--- src/rtl/seg_scan_if.sv ---
// Display-side bundle between the game logic and the seven-segment scan controller.
// The master drives the digit value, the load strobe and the masks; the slave returns the scan outputs.
interface seg_scan_if;
   logic [15:0] digits;
   logic        load;
   logic [3:0]  blank_mask;
   logic [3:0]  blink_mask;
   logic [3:0]  number;
   logic [3:0]  an;
   logic        frame_done;
   logic        load_pending;

   modport master (
      output digits, load, blank_mask, blink_mask,
      input  number, an, frame_done, load_pending
   );

   modport slave (
      input  digits, load, blank_mask, blink_mask,
      output number, an, frame_done, load_pending
   );
endinterface

--- src/rtl/seg_scan_ctrl.sv ---
// Four-digit seven-segment scan controller with inter-digit blanking, per-digit blank/blink and frame-synchronous shadow load.
// Latency: outputs registered, 1 cycle behind counter state. No backpressure: load is a one-shot strobe, always accepted.
module seg_scan_ctrl #(
   parameter int REFRESH_DIV  = 100000,
   parameter int BLANK_CYCLES = 1000,
   parameter int BLINK_DIV    = 25000000
) (
   input  logic       clk,
   input  logic       rst,
   seg_scan_if.slave  bus
);

   localparam int SW = (REFRESH_DIV > 1) ? $clog2(REFRESH_DIV) : 1;
   localparam int BW = (BLINK_DIV > 1) ? $clog2(BLINK_DIV) : 1;

   logic [SW-1:0] slot_cnt;
   logic [1:0]    idx;
   logic [BW-1:0] blink_cnt;
   logic          blink_phase;
   logic [15:0]   active;
   logic [15:0]   pending;
   logic          load_pending;

   logic          slot_wrap;
   logic          blink_wrap;
   logic          boundary;
   logic          dark;
   logic [3:0]    number_next;
   logic [3:0]    an_next;

   always_comb begin
      slot_wrap   = (slot_cnt == SW'(REFRESH_DIV - 1));
      blink_wrap  = (blink_cnt == BW'(BLINK_DIV - 1));
      boundary    = slot_wrap && (idx == 2'd3);
      // Signed compare keeps BLANK_CYCLES = 0 a clean "never blank".
      dark        = (int'(slot_cnt) < BLANK_CYCLES)
                    || bus.blank_mask[idx]
                    || (bus.blink_mask[idx] && blink_phase);
      number_next = 4'h0;
      case (idx)
         2'd0: number_next = active[3:0];
         2'd1: number_next = active[7:4];
         2'd2: number_next = active[11:8];
         2'd3: number_next = active[15:12];
         default: number_next = 4'h0;
      endcase
      an_next = dark ? 4'b1111 : ~(4'b0001 << idx);
   end

   always_ff @(posedge clk or posedge rst) begin
      if (rst) begin
         slot_cnt     <= '0;
         idx          <= 2'd0;
         blink_cnt    <= '0;
         blink_phase  <= 1'b0;
         active       <= 16'h0000;
         pending      <= 16'h0000;
         load_pending <= 1'b0;
         bus.number     <= 4'h0;
         bus.an         <= 4'b1111;
         bus.frame_done <= 1'b0;
      end else begin
         slot_cnt <= slot_wrap ? '0 : slot_cnt + 1'b1;
         if (slot_wrap) idx <= idx + 2'd1;

         blink_cnt <= blink_wrap ? '0 : blink_cnt + 1'b1;
         if (blink_wrap) blink_phase <= ~blink_phase;

         // A load landing on the boundary bypasses pending so the newest value wins.
         if (boundary) begin
            if (bus.load)          active <= bus.digits;
            else if (load_pending) active <= pending;
            load_pending <= 1'b0;
         end else if (bus.load) begin
            pending      <= bus.digits;
            load_pending <= 1'b1;
         end

         bus.number     <= number_next;
         bus.an         <= an_next;
         bus.frame_done <= boundary;
      end
   end

   assign bus.load_pending = load_pending;

endmodule
--- src/flat_wrapper.sv ---
// flat-port wrapper written by rule: the top's interface ports become plain ports
module seg_scan_ctrl_flat 
#(
   parameter int REFRESH_DIV  = 100000,
   parameter int BLANK_CYCLES = 1000,
   parameter int BLINK_DIV    = 25000000
)
  (clk, rst, bus_digits, bus_load, bus_blank_mask, bus_blink_mask, bus_number, bus_an, bus_frame_done, bus_load_pending);
  seg_scan_if bus_i ();
  input  logic clk;
  input  logic rst;
  input wire logic [$bits(bus_i.digits)-1:0] bus_digits;
  input wire logic [$bits(bus_i.load)-1:0] bus_load;
  input wire logic [$bits(bus_i.blank_mask)-1:0] bus_blank_mask;
  input wire logic [$bits(bus_i.blink_mask)-1:0] bus_blink_mask;
  output wire logic [$bits(bus_i.number)-1:0] bus_number;
  output wire logic [$bits(bus_i.an)-1:0] bus_an;
  output wire logic [$bits(bus_i.frame_done)-1:0] bus_frame_done;
  output wire logic [$bits(bus_i.load_pending)-1:0] bus_load_pending;
  assign bus_i.digits = bus_digits;
  assign bus_i.load = bus_load;
  assign bus_i.blank_mask = bus_blank_mask;
  assign bus_i.blink_mask = bus_blink_mask;
  assign bus_number = bus_i.number;
  assign bus_an = bus_i.an;
  assign bus_frame_done = bus_i.frame_done;
  assign bus_load_pending = bus_i.load_pending;
  seg_scan_ctrl #(.REFRESH_DIV(REFRESH_DIV), .BLANK_CYCLES(BLANK_CYCLES), .BLINK_DIV(BLINK_DIV)) u_core (.clk(clk), .rst(rst), .bus(bus_i));
endmodule
--- config.mk ---
export PLATFORM = sky130hd
export DESIGN_NAME = seg_scan_ctrl_flat
export DESIGN_NICKNAME = d
export VERILOG_FILES = /design/src/rtl/seg_scan_if.sv /design/src/rtl/seg_scan_ctrl.sv /design/src/flat_wrapper.sv
export SDC_FILE = /design/constraint.sdc
export NUM_CORES = 1
export LEC_CHECK = 0
export ABC_AREA = 1
export CAP_MARGIN = 20
export CORE_MARGIN = 2
export CORE_UTILIZATION = 55
export CTS_CLUSTER_DIAMETER = 200
export CTS_CLUSTER_SIZE = 30
export DETAILED_ROUTE_END_ITERATION = 7
export PLACE_DENSITY = 0.76
export SETUP_SLACK_MARGIN = 0.05
export SYNTH_ARGS = -nofsm -noshare
export SYNTH_HDL_FRONTEND = slang
export SYNTH_SLANG_ARGS = --single-unit
--- constraint.sdc ---
create_clock -name clk -period 3.55 [get_ports clk]
set_clock_uncertainty 0.15 [all_clocks]
set_input_delay 0.8875 -clock clk [delete_from_list [all_inputs] [get_ports clk]]
set_output_delay 0.8875 -clock clk [all_outputs]
set_load 0.01 [all_outputs]
# Yosys cells after proc, flatten, opt, wreduce, memory -nomap -nowiden
# Cells that the tools add are included.
# Widths: inputs -> output; s select.
dict set report word_totals {
  reg_bits 87
  latch_bits 0
  ram_bits 0
  romBits 0
  output_inout_bits 10
  memories 0
}
dict set report op_classes {
  add_sub_neg 3
  multipliers 0
  div_mod_pow 0
  n_lt_le_gt_ge 2
  n_eq_ne 5
  n_shift 1
  mux 12
  n_bitwise 3
  reduce_logical 9
}
# op count
set ops {}
lappend ops {{$mux 16} 2}
lappend ops {{$add 25x1->25 const B} 1}
lappend ops {{$eq 25x25->1 const B} 1}
lappend ops {{$mux 25} 1}
lappend ops {{$add 17x1->17 const B} 1}
lappend ops {{$eq 17x17->1 const B} 1}
lappend ops {{$lt 17x10->1 const B} 1}
lappend ops {{$mux 17} 1}
lappend ops {{$pmux 4 s4} 1}
lappend ops {{$bmux 1 s2} 2}
lappend ops {{$eq 2x2->1 const B} 2}
lappend ops {{$mux 1} 4}
lappend ops {{$mux 4} 1}
lappend ops {{$not 4->4} 1}
lappend ops {{$reduce_and 2->1} 2}
lappend ops {{$reduce_bool 2->1} 2}
lappend ops {{$shl 1x2->4 const A} 1}
lappend ops {{$lt 2x3->1 const B} 1}
lappend ops {{$add 2x1->2 const B} 1}
lappend ops {{$eq 2x1->1 const B} 1}
lappend ops {{$logic_and 1x1->1} 2}
lappend ops {{$logic_not 2->1} 1}
lappend ops {{$logic_or 1x1->1} 2}
lappend ops {{$not 1->1} 2}

# Logic depth before layout (Yosys ltp)
# Gate-level depths: netlist of run 1.
dict set report logic_depth {
  ltp_word 5
  depth_mapped 10
}

# Least setup slack after synthesis of run 1
# OpenSTA, ideal clock, no wires.
dict set report synth_path {
  path_type {in2reg}
  from {input bus_load}
  to {register u_core.active[10]}
  setup_ns 0.066
  arrival_time_ns 1.824
  t_required_ns 3.334
  setup_slack_ns 1.509
  stages 7
  n_path_buf 3
  path_cell_list {buf_2 > or2_0 > buf_2 > nand4_2 > buf_2 > nand2_1 > nand2_1}
}
dict set report synth_between {
  elab_chain_len 2
  elab_cells_between_ends 3
}
# item line_no
set synth_lines {}
lappend synth_lines {{from (decl)} flat_wrapper.sv:13} ;# input wire logic [$bits(bus_i.load)-1:0] bus_load;
lappend synth_lines {{$reduce_bool 2->1 (no source line)} -}
lappend synth_lines {{$reduce_and 2->1 (no source line)} -}
lappend synth_lines {{to (signal assigned)} seg_scan_ctrl.sv:71} ;# if (bus.load) active <= bus.digits;
lappend synth_lines {{to (signal assigned)} seg_scan_ctrl.sv:72} ;# else if (load_pending) active <= pending;
lappend synth_lines {{to (decl)} seg_scan_ctrl.sv:20} ;# logic [15:0] active;
# Several ways; a longest one is shown, not always the timed one.
# A chain may end at the register's enable or synchronous reset.

# Final worst setup path of run 1
dict set report layout_path {
  from {register u_core.bus.an[2]}
  to {output bus_an[2]}
}
# item line_no
set layout_rtl {}
lappend layout_rtl {{from (decl)} seg_scan_if.sv:20} ;# output number, an, frame_done, load_pending
lappend layout_rtl {{from (signal assigned)} seg_scan_ctrl.sv:80} ;# bus.an <= an_next;
lappend layout_rtl {{to (decl)} flat_wrapper.sv:17} ;# output wire logic [$bits(bus_i.an)-1:0] bus_an;
# No word-level cell between the ends.

==> run_results.csv, run 1 <==
group,metric,value,unit
cts,buffers_from_clock_root_to_sink_at_most,2,
global_route,first_pass_grt_wire_length,16.78,mm
timing,tightest_slew,809.8,ps
setup_path,r2r_cells,8,
floorplan,io_pins,37,
setup_path,critical_path_depth,1,
timing,report.final.slew_viol_count,0,
finish,filler_cell_count_in_the_final_layout,684,
global_route,grt_overflow,0,
synth,synth_area,0.004587,sq mm
route,drt_drc_violations_left,0,
finish,sequential_cell_area,0.002182,sq mm
setup_path,setup.worst_path.start,"u_core.bus.an[2]",
synth,synth.avg_cell_area,7.977,sq um
route,num_vias,3800,
synth,synth_cell_types,34,
timing,timing.setup.tns,0,ps
floorplan,fp.dieH,95.32,um
cts,worst_skew_pair.late_latency,360,ps
flow_run,drv_cap,0,
timing,finalHoldViolations,0,
synth,ys.warnings.count,0,
power,power-per-cell-area,340.0,mW/mm^2
floorplan,fp.dieArea,0.009086,sq mm
synth,synthesis.nets,609,
finish,commonest_non_fill_non_tap_cell_in_the_layout,"nand2_1",
route,detail_route.wirelength,9.764,mm
cts,cts_root_buf,"clkbuf_8",
setup_path,timing.critical_path.required,2510,ps
cts,clk_transition_reported_paths,100,ps
global_route,first_global_vias,3713,
outcome,run_status,"completed",
finish,layout-area-overhead-vs-synth,14.08,%
timing,post-route-period-util,69.63,%
floorplan,placeableCoreArea,0.008134,sq mm
finish,multi_input_area,0.002115,sq mm
synth,synth_sequential_area_ratio,47.57,%
setup_path,r2r-end,"u_core.slot_cnt[15]",
placed_design,routabilityCongestion,0.9322,
setup_path,cp_data_arrival_time,1430,ps
setup_path,timing.critical_path.slowest_cell_delay,560,ps
setup_path,critical_path.slowest_cell,"clkdlybuf4s50_1",
setup_path,critPathMaxFanout,1,
setup_path,total_buffers_and_inverters_traversed_by_the_critical_path,1,
power,power_leakage,2.494,nW
finish,layout_common_cells,"nand2_1, nor2_1, dfrtp_1",
setup_path,critical_path.cell_chain,"clkdlybuf4s50_1",
setup_path,startpoint_type,"register",
synth,synth.ff_latch_count,87,
setup_path,rr_startpoint,"u_core.slot_cnt[13]",
cts,hold_buffers,0,
power,worst_case_vdd_ir_drop,0.2162,mV
route,antenna_left,0,
finish,post_route_cells_drive_above_1_share,7.955,%
global_route,grt_max_degree,42,
finish,num-nets-final,645,
route,detail_route.first_pass.iterations,5,
placed_design,place.port_buffers,36,
finish,layout.core_utilization,64.33,%
timing,slew_headroom,45.96,%
placed_design,dp.final_hpwl,7.260,mm
cts,cts_tree,"yes",
timing,clock.fmax,404.6,MHz
setup_path,setup.worst_path.end,"bus_an[2]",
timing,count_of_final_setup_violators,0,
floorplan,die_width,95.32,um
setup_path,rrSetupSlack,1390,ps
synth,syn_inst,575,
route,routedWlPerCell,13.54,um
route,initialDrtViolationCount,264,
cts,cts_made_buffers,9,
cts,clock-sinks,87,
finish,num_antenna_cells,0,
min_path,holdCritPathClass,"register to register",
floorplan,std_cell_rows,33,
global_route,grt_antenna_before_repair,0,
route,route.detailed.vias_per_inst,5.270,
timing,timing.final.crit_period,2472,ps
timing,grt_setup_unrepaired,"false",
cts,clock_tree.htree_level_count,3,
floorplan,start_util,56.39,%
setup_path,path_class,"register to primary output",
global_route,grt_use_total,23.66,%
setup_path,endpoint_kind,"primary output",
cts,quantity_of_gates_resized_following_cts,0,
cts,cts.repair_timing.setup_buffer_count,0,
setup_path,path_delay_family,"buffers and inverters",
[cells in the mapped netlist]
cell type | n | area [sq um]
nor2_1 | 88 | 330.3
xor2_1 | 19 | 166.4
nand2_4 | 1 | 11.26
or2_0 | 1 | 6.260
o21ai_0 | 5 | 25.02
buf_4 | 2 | 15.01
nand4_4 | 1 | 21.27
inv_2 | 1 | 3.750
a21oi_1 | 4 | 20.02
buf_1 | 2 | 7.510
buf_2 | 6 | 30.03
a32oi_1 | 4 | 35.03
mux2_2 | 16 | 180.2
nand3b_1 | 4 | 30.03
buf_6 | 1 | 11.26
nand2_1 | 176 | 660.6
ha_1 | 7 | 87.58
nor2_4 | 1 | 11.26
and2_1 | 1 | 6.260
nor3_1 | 10 | 50.05
nor2_2 | 2 | 12.51
xnor2_1 | 7 | 61.31
dfstp_2 | 4 | 105.1
clkinv_1 | 1 | 3.750
nand4_1 | 27 | 168.9
o21bai_1 | 1 | 7.510
nand3_1 | 39 | 195.2
nand4_2 | 1 | 12.51
dfrtp_1 | 83 | 2077
inv_1 | 53 | 198.9
clkbuf_1 | 4 | 15.01
nor3b_1 | 1 | 7.510
o211ai_1 | 1 | 7.510
clkbuf_2 | 1 | 5.000
[metal layers]
metal	part of all wire, %	routed length (um)	GRT usage (%)	vias to the layer above
li1	-	-	-	1906
met1	46	4450	31.28	1786
met2	49	4807	40.08	98
met3	3.8	373	2.925	10
met4	1.4	133	8.454	0
met5	0	0	0	-
[worst min path at each step]
stage / from / to / slack (ps) / depth (start not counted)
final: u_core.blink_cnt[0] / u_core.blink_cnt[0] / 310 / 1
after global routing: u_core.blink_cnt[0] / u_core.blink_cnt[0] / 350 / 1
after CTS: u_core.blink_cnt[0] / u_core.blink_cnt[0] / 320 / 1
after detailed placement: u_core.blink_cnt[0] / u_core.blink_cnt[0] / 300 / 1
after global placement: u_core.blink_cnt[0] / u_core.blink_cnt[0] / 300 / 1
after floorplan: u_core.blink_cnt[0] / u_core.blink_cnt[0] / 280 / 1
[through the flow]
stage               cells  power [mW]  area (sq um)  hold WS (ps)  worst slack (ps)
floorplan             575       1.092          4587         282.9             268.9
global placement      705       1.137          5046         297.6              1023
detailed placement    705       1.139          5046         302.4              1012
CTS                   721       1.799          5233         316.7              1057
global route          721       1.853          5233         345.0              1032
finish                721       1.779          5233         312.6              1078
[cell type report]
type	count	share of cell area (%)
clock inverter	7	1.196
timing repair buffer	41	7.843
clock buffer	9	2.367
tap	105	2.511
multi-input combinational	417	40.41
inverter	55	3.969
sequential	87	41.70
[registers in the layout, summed over array words and instances, names as in the netlist]
signal / flops
u_core.pending: 16
u_core.bus.load_pending: 1
u_core.slot_cnt: 17
u_core.bus.frame_done: 1
u_core.blink_phase: 1
u_core.bus.number: 4
u_core.active: 16
u_core.bus.an: 4
u_core.idx: 2
u_core.blink_cnt: 25
[where the power goes]
group | internal, mW | total [mW] | switching, mW
Combinational | 0.0540 | 0.105 | 0.0506
Clock | 0.269 | 0.660 | 0.391
Sequential | 1.01 | 1.01 | 0.00813
Total | 1.33 | 1.78 | 0.449
[cells by family after synthesis]
| kind of cell | synth area share [%] |
|---|---|
| buffers and inverters | 6.328 |
| adders and majority gates | 1.909 |
| and+or+nand+nor | 33.22 |
| muxes | 3.928 |
| AOI/OAI and AO/OA | 2.073 |
| DFF | 47.57 |
| xor gates and xnor gates | 4.965 |
(Power assumes the default switching activity.)
==> inputs of run 2 (changes only) <==
--- a/config.mk
+++ b/config.mk
@@ -8,11 +8,11 @@
 export ABC_AREA = 1
 export CAP_MARGIN = 20
 export CORE_MARGIN = 2
-export CORE_UTILIZATION = 55
+export CORE_UTILIZATION = 53
 export CTS_CLUSTER_DIAMETER = 200
 export CTS_CLUSTER_SIZE = 30
 export DETAILED_ROUTE_END_ITERATION = 7
-export PLACE_DENSITY = 0.76
+export PLACE_DENSITY = 0.77
 export SETUP_SLACK_MARGIN = 0.05
 export SYNTH_ARGS = -nofsm -noshare
 export SYNTH_HDL_FRONTEND = slang
==> constraint.sdc (replaced) <==
create_clock -name clk -period 2 [get_ports clk]
set_clock_uncertainty 0.15 [all_clocks]
set_input_delay 0.5 -clock clk [delete_from_list [all_inputs] [get_ports clk]]
set_output_delay 0.5 -clock clk [all_outputs]
set_load 0.01 [all_outputs]
==> run 2 against run 1 <==
Compared with the run above: largest cell class unchanged; setup slack lost 970 ps; core utilization shrank 0.35 points; final cell count grew 0.97%.
==> run_results.csv, run 2 (same netlist as run 1, synthesis figures left out) <==
group,metric,value,unit
outcome,run_status,"completed",
finish,layout-area-overhead-vs-synth,15.77,%
placed_design,dp.final_hpwl,7.195,mm
timing,tightest_slew,358.0,ps
floorplan,io_pins,37,
global_route,grt_max_degree,56,
cts,clock_tree.htree_level_count,3,
flow_run,drv_cap,0,
global_route,first_global_vias,3720,
setup_path,total_buffers_and_inverters_traversed_by_the_critical_path,1,
cts,worst_skew_pair.late_latency,360,ps
floorplan,std_cell_rows,33,
setup_path,path_class,"register to primary output",
power,power_leakage,2.515,nW
floorplan,start_util,55.27,%
route,detail_route.wirelength,9.931,mm
placed_design,routabilityCongestion,0.9412,
cts,buffers_from_clock_root_to_sink_at_most,2,
timing,timing.final.crit_period,1892,ps
setup_path,critPathMaxFanout,1,
finish,reg_top3,"u_core.blink_cnt x25, u_core.slot_cnt x17",
min_path,holdCritPathClass,"register to register",
floorplan,die_width,97.03,um
setup_path,cp_data_arrival_time,1240,ps
floorplan,fp.dieH,97.03,um
placed_design,place.port_buffers,36,
route,drt_drc_violations_left,0,
setup_path,critical_path_depth,1,
route,detail_route.first_pass.iterations,5,
setup_path,startpoint_type,"register",
setup_path,setup.worst_path.start,"u_core.bus.number[2]",
timing,post-route-period-util,94.59,%
finish,layout_common_cells,"nand2_1, nor2_1, dfrtp_1",
setup_path,timing.critical_path.slowest_cell_delay,540,ps
setup_path,rr_startpoint,"u_core.slot_cnt[0]",
global_route,grt_overflow,0,
floorplan,placeableCoreArea,0.008299,sq mm
power,power-per-cell-area,590.6,mW/mm^2
timing,report.final.slew_viol_count,0,
route,routedWlPerCell,13.64,um
timing,slew_headroom,76.05,%
route,antenna_left,0,
finish,layout.core_utilization,63.98,%
power,worst_case_vdd_ir_drop,0.3437,mV
placed_design,dpl_cell_area,0.005126,sq mm
finish,postLayoutCellArea,0.005310,sq mm
timing,timing.setup.tns,0,ps
cts,cts_root_buf,"clkbuf_8",
setup_path,r2r-end,"u_core.pending[10]",
cts,cts_made_buffers,9,
finish,num_antenna_cells,0,
setup_path,endpoint_kind,"primary output",
cts,cts_tree,"yes",
setup_path,critical_path.cell_chain,"clkdlybuf4s50_1",
route,num_vias,3928,
finish,post_route_cells_drive_above_1_share,9.149,%
timing,grt_setup_unrepaired,"true",
finish,filler_cell_count_in_the_final_layout,698,
cts,clk_transition_reported_paths,90,ps
setup_path,path_delay_family,"buffers and inverters",
cts,hold_buffers,0,
setup_path,r2r_cells,9,
global_route,grt_use_total,21.75,%
global_route,first_pass_grt_wire_length,16.84,mm
global_route,grt_antenna_before_repair,0,
cts,clock-sinks,87,
timing,finalHoldViolations,0,
timing,clock.fmax,528.6,MHz
setup_path,rrSetupSlack,190,ps
floorplan,fp.dieArea,0.009415,sq mm
power,totalPowerFinal,3.136,mW
setup_path,critical_path.slowest_cell,"clkdlybuf4s50_1",
cts,cts.repair_timing.setup_buffer_count,0,
setup_path,timing.critical_path.required,1350,ps
timing,count_of_final_setup_violators,0,
route,initialDrtViolationCount,251,
finish,max_flop_register,"u_core.blink_cnt",
finish,largest_reg_flops,25,
finish,num-nets-final,652,
setup_path,setup.worst_path.end,"bus_number[2]",
finish,commonest_non_fill_non_tap_cell_in_the_layout,"nand2_1",
route,route.detailed.vias_per_inst,5.396,
==> run 2: worst min path at each step <==
stage | startpoint | end | cells past startpoint
final | u_core.blink_cnt[0] | u_core.blink_cnt[0] | 1
after global placement | u_core.blink_cnt[0] | u_core.blink_cnt[0] | 1
after floorplan | u_core.blink_cnt[0] | u_core.blink_cnt[0] | 1
after CTS | u_core.blink_cnt[0] | u_core.blink_cnt[0] | 1
after global routing | u_core.active[1] | u_core.active[1] | 2
after detailed placement | u_core.pending[9] | u_core.pending[9] | 2
==> run 2: per-layer routing <==
layer	up-vias	part of all wire, %	track usage [%]
li1	1917	-	-
met1	1879	45	28.61
met2	106	49	36.27
met3	26	4.0	3.179
met4	0	2.4	8.776
met5	-	0	0
==> run 2: power by group <==
part | switching [mW] | leakage [nW] | internal, mW
clock network | 0.674 | 0.0906 | 0.467
registers | 0.0150 | 1.14 | 1.79
logic | 0.0954 | 1.28 | 0.0992
total | 0.784 | 2.51 | 2.35
==> run 2: area by class of cell <==
| type | instances | area [sq um] | share of cell area, % |
|---|---|---|---|
| well taps | 105 | 131.4 | 2.474 |
| flip-flops and latches | 87 | 2182 | 41.09 |
| clock buffers | 9 | 123.9 | 2.333 |
| clock inverters | 7 | 56.30 | 1.060 |
| multi-input cells | 417 | 2120 | 39.92 |
| inverters | 55 | 214.0 | 4.029 |
| repair buffers | 48 | 483.0 | 9.095 |
==> run 2: repair_timing <==
action / in CTS / in global routing
setup endpoints to repair: 4 / 10
gates resized for setup: 4 / 2
cloned: 0 / 0
==> run 2: per-stage QoR <==
step / hold slack, ps / setup slack, ps / instances
floorplan: 282.9 / 345.5 / 575
global placement: 299.4 / -4.418 / 712
detailed placement: 304.8 / -25.94 / 712
CTS: 323.7 / 86.95 / 728
global route: 344.8 / 40.59 / 728
finish: 320.4 / 108.2 / 728
